`src/rtl/seq_step_ctrl.sv`:
```
// Run controller for the 9-bit step sequencer: start/stop, pause, single-step,
// programmable last step and loop count, with adv/wrap/done strobes.
module seq_step_ctrl #(
    parameter int STATE_W  = 9,
    parameter int LOOP_W   = 8,
    parameter int DEF_LAST = 259
) (
    input  logic               clk,
    input  logic               rst_n,
    input  logic               start,
    input  logic               stop,
    input  logic               pause,
    input  logic               step,
    input  logic [STATE_W-1:0] last_step,
    input  logic [LOOP_W-1:0]  loop_count,
    output logic [STATE_W-1:0] state,
    output logic               busy,
    output logic               adv,
    output logic               wrap,
    output logic               done,
    output logic [1:0]         ctrl_dbg
);

    // Handshake: none; start/step are single-cycle pulses sampled on the rising
    // edge, stop/pause are levels. Priority on every edge: stop > start > pause > step.
    typedef enum logic [1:0] {
        S_IDLE = 2'd0,
        S_RUN  = 2'd1,
        S_HOLD = 2'd2,
        S_DONE = 2'd3
    } ctrl_t;

    ctrl_t              ctrl_q, ctrl_d;
    logic [STATE_W-1:0] state_q, state_d;
    logic [STATE_W-1:0] last_q, last_d;
    logic [LOOP_W-1:0]  loops_q, loops_d;
    logic               inf_q, inf_d;
    logic               adv_q, adv_d;
    logic               wrap_q, wrap_d;
    logic               done_q, done_d;
    logic               do_adv;

    always_comb begin
        ctrl_d  = ctrl_q;
        state_d = state_q;
        last_d  = last_q;
        loops_d = loops_q;
        inf_d   = inf_q;
        adv_d   = 1'b0;
        wrap_d  = 1'b0;
        done_d  = 1'b0;
        do_adv  = 1'b0;

        if (stop) begin
            ctrl_d  = S_IDLE;
            state_d = '0;
        end else if (start && (ctrl_q == S_IDLE || ctrl_q == S_DONE)) begin
            last_d  = last_step;
            loops_d = loop_count;
            inf_d   = (loop_count == '0);
            state_d = '0;
            ctrl_d  = pause ? S_HOLD : S_RUN;
        end else begin
            case (ctrl_q)
                S_RUN: begin
                    if (pause) ctrl_d = S_HOLD;
                    else       do_adv = 1'b1;
                end
                S_HOLD: begin
                    if (!pause)    ctrl_d = S_RUN;
                    else if (step) do_adv = 1'b1;
                end
                S_DONE:  ctrl_d = S_IDLE;
                default: ctrl_d = S_IDLE;
            endcase
        end

        // Wrap is decided by compare so the counter can never run past last_q.
        if (do_adv) begin
            adv_d = 1'b1;
            if (state_q < last_q) begin
                state_d = state_q + 1'b1;
            end else begin
                state_d = '0;
                wrap_d  = 1'b1;
                if (!inf_q && loops_q == LOOP_W'(1)) begin
                    ctrl_d  = S_DONE;
                    done_d  = 1'b1;
                    loops_d = '0;
                end else if (!inf_q) begin
                    loops_d = loops_q - 1'b1;
                end
            end
        end
    end

    always_ff @(posedge clk or negedge rst_n) begin
        if (!rst_n) begin
            ctrl_q  <= S_IDLE;
            state_q <= '0;
            last_q  <= '0;
            loops_q <= '0;
            inf_q   <= 1'b0;
            adv_q   <= 1'b0;
            wrap_q  <= 1'b0;
            done_q  <= 1'b0;
        end else begin
            ctrl_q  <= ctrl_d;
            state_q <= state_d;
            last_q  <= last_d;
            loops_q <= loops_d;
            inf_q   <= inf_d;
            adv_q   <= adv_d;
            wrap_q  <= wrap_d;
            done_q  <= done_d;
        end
    end

    assign state    = state_q;
    assign busy     = (ctrl_q == S_RUN) || (ctrl_q == S_HOLD);
    assign adv      = adv_q;
    assign wrap     = wrap_q;
    assign done     = done_q;
    assign ctrl_dbg = ctrl_q;

endmodule

```
`config.mk`:
```
export PLATFORM = sky130hd
export DESIGN_NAME = seq_step_ctrl
export DESIGN_NICKNAME = d
export VERILOG_FILES = /design/src/rtl/seq_step_ctrl.sv
export SDC_FILE = /design/constraint.sdc
export NUM_CORES = 1
export LEC_CHECK = 0
export BUFFER_PORTS_ARGS = -buffer_cell sky130_fd_sc_hd__clkbuf_2
export CAP_MARGIN = 25
export CORE_MARGIN = 5
export CORE_UTILIZATION = 45
export DETAILED_ROUTE_END_ITERATION = 6
export PLACE_DENSITY = 0.72
export SYNTH_ARGS = -nofsm -noshare
export SYNTH_HDL_FRONTEND = slang
export SYNTH_SLANG_ARGS = --single-unit
```
`constraint.sdc`:
```
create_clock -name clk -period 3.6 [get_ports clk]
set_clock_uncertainty 0.05 [all_clocks]
set_input_delay 0.18 -clock clk [delete_from_list [all_inputs] [get_ports clk]]
set_output_delay 0.18 -clock clk [all_outputs]
set_load 0.01 [all_outputs]
```
## Word level (Yosys, flattened, before mapping)

Index checks and enable logic that the tools add are counted.

- Add/subtract/negate cells: 2
- Magnitude comparators: 1
- Equal/unequal tests: 4
- Muxes and demuxes: 31
- Bitwise logic cells: 1
- Reduce and logical (&&, ||, !) cells: 9

Operators by type and width:

| kind | number |
|---|---|
| 2-to-1 mux 8 bit | 6 |
| 2-to-1 mux 9 bit | 4 |
| 2-to-1 mux 2 bit | 8 |
| 2-to-1 mux 1 bit | 11 |
| adder 9 x 1 -> 9 bit (second input constant) | 1 |
| < comparator 9 bit | 1 |
| == test 8 x 1 -> 1 bit (second input constant) | 1 |
| zero test 8 bit | 1 |
| subtractor 8 x 1 -> 8 bit (second input constant) | 1 |
| == test 2 bit (second input constant) | 2 |
| one-hot mux 2 bit (2 select lines) | 1 |
| nonzero test 3 bit | 1 |
| == test 2 x 1 -> 1 bit (second input constant) | 1 |
| logical AND 1 bit | 2 |
| zero test 2 bit | 1 |
| logical OR 1 bit | 2 |
| one-hot mux 1 bit (2 select lines) | 1 |
| AND reduction 2 bit | 1 |
| zero test 1 bit | 1 |
| inverter 1 bit | 1 |

- Bits in registers: 32
- Input bits: 23
- Logic and storage cells: 56

## Depth between registers and ports, before layout

- Depth after elaboration: 9
- Gate-level depth with buffers: 9
- Depth with buffers taken out: 8

## Worst setup path before layout

No wires, ideal clock.

- Path type: reg-to-reg
- Start: reg state_q[8], in the netlist state[8]
- End: reg loops_q[4]
- Library setup time: 0.130 ns
- Arrival: 1.968 ns
- Slack: 1.452 ns
- Stages on the path, launching flop included: 9
- Path buffers: 1
- Period minus slack after synthesis: 2.148 ns
- Cell sequence: dfrtp_1 ha_1 nand4_1 or3_1 o211ai_2 o21ai_4 buf_6 o311ai_2 nand3_1

- Word-level cells in the longest chain between the ends: 3

Ends and longest elaborated chain:

| what | line | text |
|---|---|---|
| start: declaration | 34 | `logic [STATE_W-1:0] state_q, state_d;` |
| start signal: assignment | 109 | `state_q <= state_d;` |
| < comparator 9 bit | 81 | `if (state_q < last_q) begin` |
| 2-to-1 mux 8 bit | 81 |  |
| 2-to-1 mux 8 bit | 79 | `if (do_adv) begin` |
| net loops_d[4] | 36 | `logic [LOOP_W-1:0] loops_q, loops_d;` |
| end signal: assignment | 111 | `loops_q <= loops_d;` |
| end: declaration | 36 |  |

The timed path passes the listed nets, and every way through them passes these cells.
A chain may end at the register's enable or synchronous reset.

## Worst setup path in the final report

- Start: reg state_q[2], in the netlist state[2]
- End: reg state_q[5], in the netlist state[5]

- Word-level cells in the longest chain between the ends: 3

Ends and longest elaborated chain:

| what | line |
|---|---|
| adder 9 x 1 -> 9 bit / < comparator 9 bit (equally long branches) | 82, 81 |
| 2-to-1 mux 9 bit * | 81 |
| 2-to-1 mux 9 bit * | 79 |

Mark *: on every way between the ends. The rest lies on a longest branch, timed or not.

==> flow_metrics.py <==
metrics = {
    "run_status": {
        "status": "completed",
    },
    "critical_path": {
        "r2r_end": "state[5]$_DFFE_PN0P_",
        "critPathArrivalTime_ns": 2.69,
        "critPathSlowestCell": "nor3_2",
        "crit_required_ns": 3.76,
        "rr_startpoint": "state[2]$_DFFE_PN0P_",
        "start_kind": "flop",
        "path_cells": "ha_1 -> a211oi_1 -> or3_1 -> o211ai_2 -> nor3_2 -> o21ai_0 -> a31oi_1",
        "crit_family": "simple AND/OR/NAND/NOR gates",
        "path_buf_inv": 0,
        "path_max_fanout": 16,
        "startpoint": "state[2]$_DFFE_PN0P_",
        "slowest_delay_ns": 0.73,
        "r2r_slack_ns": 1.07,
        "criticalPathCategory": "flop to flop",
        "path_depth": 7,
        "endpoint_kind": "flop",
        "crit_end": "state[5]$_DFFE_PN0P_",
        "ff2ff_path_depth": 7,
    },
    "floorplan": {
        "dieArea_sq_um": 5540,
        "core_area_sq_um": 4000,
        "start_util": 0.467,
        "die_h_microns": 74.4,
        "ios": 38,
        "rows": 23,
        "die_w_microns": 74.4,
    },
    "yosys": {
        "synth_edf_count": 0,
        "syn-cell-area_sq_um": 1870,
        "ys.flop_type": "dfrtp_1",
        "syn-mean-instance-area_sq_um": 9.20,
        "synth_seq_area_share": 0.429,
        "async_flop_share": 1.00,
        "syn_nets": 239,
        "synth.distinct_cells": 43,
        "synthCells": 203,
        "ys_warn_count": 0,
        "synth_seq_cells": 32,
    },
    "cells_and_area": {
        "antenna_cells": 0,
        "area_growth_pct": 17.2,
        "fill_cells": 382,
        "num-nets-final": 279,
        "final_layout_size_suffix_gt1_frac": 0.221,
    },
    "grt": {
        "grt_pass1_wl_microns": 6730,
        "grt_pass1_vias": 1467,
        "grt_antenna_before_repair": 0,
        "grtUsageTotal": 0.159,
        "grt_max_degree": 33,
        "overflow": 0,
    },
    "clocking": {
        "cts_resized": 0,
        "cts_buffers": 5,
        "clkTransAtPathRegs_ns": 0.06,
        "clockBufferDepth": 2,
        "holdBufCountCts": 1,
        "cts_tree": "built",
        "post-cts-setup-buffers": 0,
        "cts-root-buf": "clkbuf_8",
        "htree_levels": 2,
        "clock_latency_ns": 0.29,
        "clock_sinks": 32,
    },
    "sta": {
        "rsz0062_at_grt": "no",
        "min_period_ns": 2.53,
        "tightest_slew_ns": 0.865,
        "fin_setup_tns_ns": 0,
        "drv_slew": 0,
        "slew_headroom": 0.420,
        "whs_ns": 0.0515,
        "fmax_mhz": 395,
        "min_period_over_period": 0.703,
        "setup_viol": 0,
        "hold_viol": 0,
    },
    "routing": {
        "drt_iter0_drc": 86,
        "drtPass1Iterations": 4,
        "post-route-drc-count": 0,
        "avgViaCountPerCell": 5.29,
        "dr_total_vias": 1554,
        "wl_per_cell_microns": 13.5,
        "wl_microns": 3980,
        "postRouteAntennaNets": 0,
    },
    "placement": {
        "dpl.hpwl_microns": 2940,
        "routabilityCongestion": 0.795,
        "port_buffers": 37,
    },
    "power": {
        "p_leak_nw": 1.11,
        "power_density_nw_per_um2": 399,
        "ir_drop_mv": 0.248,
    },
    "run": {
        "max_cap_violations": 0,
    },
    "worst_hold_path": {
        "holdCritPathClass": "input pin to flop",
    },
}
-- worst min path at each step --
stage          cells past startpoint         start  slack [ns]                     to
2_1_floorplan                      0         rst_n       -0.17          adv$_DFF_PN0_
3_3_place_gp                       1         rst_n        0.25   state[5]$_DFFE_PN0P_
3_5_place_dp                       1         rst_n        0.27   state[5]$_DFFE_PN0P_
4_1_cts                            3  last_step[6]        0.04  last_q[6]$_DFFE_PN0P_
5_1_grt                            3  last_step[5]        0.06  last_q[5]$_DFFE_PN0P_
6_report                           3  last_step[0]        0.05  last_q[0]$_DFFE_PN0P_
-- tightest hold or removal path, cell delays in order --
cell      delay (ns)
clkbuf_2        0.08
nand2_1         0.04
nand2_1         0.05
-- metrics by stage --
| step | area (sq um) | setup slack, ns | std cells | util | total power (W) |
|---|---|---|---|---|---|
| 2_1_floorplan | 1870 | 1.45 | 203 | - | 0.000539 |
| 3_3_place_gp | 2090 | 1.21 | 285 | 0.522 | 0.000590 |
| 3_5_place_dp | 2090 | 1.11 | 285 | 0.522 | 0.000594 |
| 4_1_cts | 2190 | 1.10 | 294 | 0.547 | 0.000885 |
| 5_1_grt | 2190 | 0.771 | 294 | 0.547 | 0.000930 |
| 6_report | 2190 | 1.07 | 294 | 0.547 | 0.000873 |
-- layer usage --
| metal | global-route usage | routed length, microns |
|---|---|---|
| met2 | 0.232 | 1700 |
| met4 | 0.0652 | 61 |
| met3 | 0.0527 | 238 |
| met1 | 0.217 | 1980 |
| met5 | 0 | 0 |
-- sequential cells by signal, summed over array words and instances (netlist names) --
name      cells
wrap          1
done          1
state         9
last_q        9
ctrl_dbg      2
inf_q         1
adv           1
loops_q       8
-- cell usage in the layout, fill, tap and decap left out, types with 5 or more instances in the layout --
cell type	n
a21oi_1	10
nand3_1	7
a22o_1	5
o21ai_0	11
nor2_1	15
dfrtp_1	32
clkbuf_2	37
inv_1	17
nand2_1	30
ha_1	13
clkbuf_8	6
-- where the power goes --
| group | leakage, nW | total [W] | internal [W] | switching, W |
|---|---|---|---|---|
| logic | 0.647 | 0.000164 | 0.0000727 | 0.0000918 |
| registers | 0.419 | 0.000423 | 0.000396 | 0.0000274 |
| clock network | 0.0455 | 0.000285 | 0.000156 | 0.000129 |
| total | 1.11 | 0.000873 | 0.000624 | 0.000249 |
-- cells in the mapped netlist (2+ instances only) --
cell type / n / area [sq um]
or3_1: 4 / 25.0
nand2b_1: 4 / 25.0
a21oi_1: 10 / 50.1
o21ai_1: 2 / 10.0
nor2_1: 15 / 56.3
nor4_1: 2 / 12.5
mux2i_1: 3 / 30.0
a211o_1: 2 / 17.5
a221o_1: 3 / 30.0
nor3b_2: 2 / 25.0
a21o_1: 4 / 30.0
nand3_1: 7 / 35.0
nor3_1: 3 / 15.0
o21ai_0: 11 / 55.1
a31oi_1: 4 / 25.0
nor2b_1: 3 / 18.8
ha_1: 13 / 163
dfrtp_1: 32 / 801
nand2_1: 30 / 113
clkbuf_1: 3 / 11.3
a22o_1: 5 / 43.8
inv_1: 17 / 63.8
and3_1: 4 / 25.0
-- final cells by class --
type,instances,area [sq um],area share
repair buffers,39,203,0.0926
clock buffers,8,90.1,0.0411
inverters,17,63.8,0.0291
flip-flops and latches,32,801,0.366
well taps,50,62.6,0.0286
multi-input cells,148,970,0.443
-- cell families after synthesis --
group	count (synthesis)	synth area share
mux	4	0.0221
buf+inv	23	0.0522
simple gates	80	0.216
flops	32	0.429
fa+ha+maj	13	0.0871
compound gates	51	0.194
No activity file was read; power rests on OpenSTA's default activity.
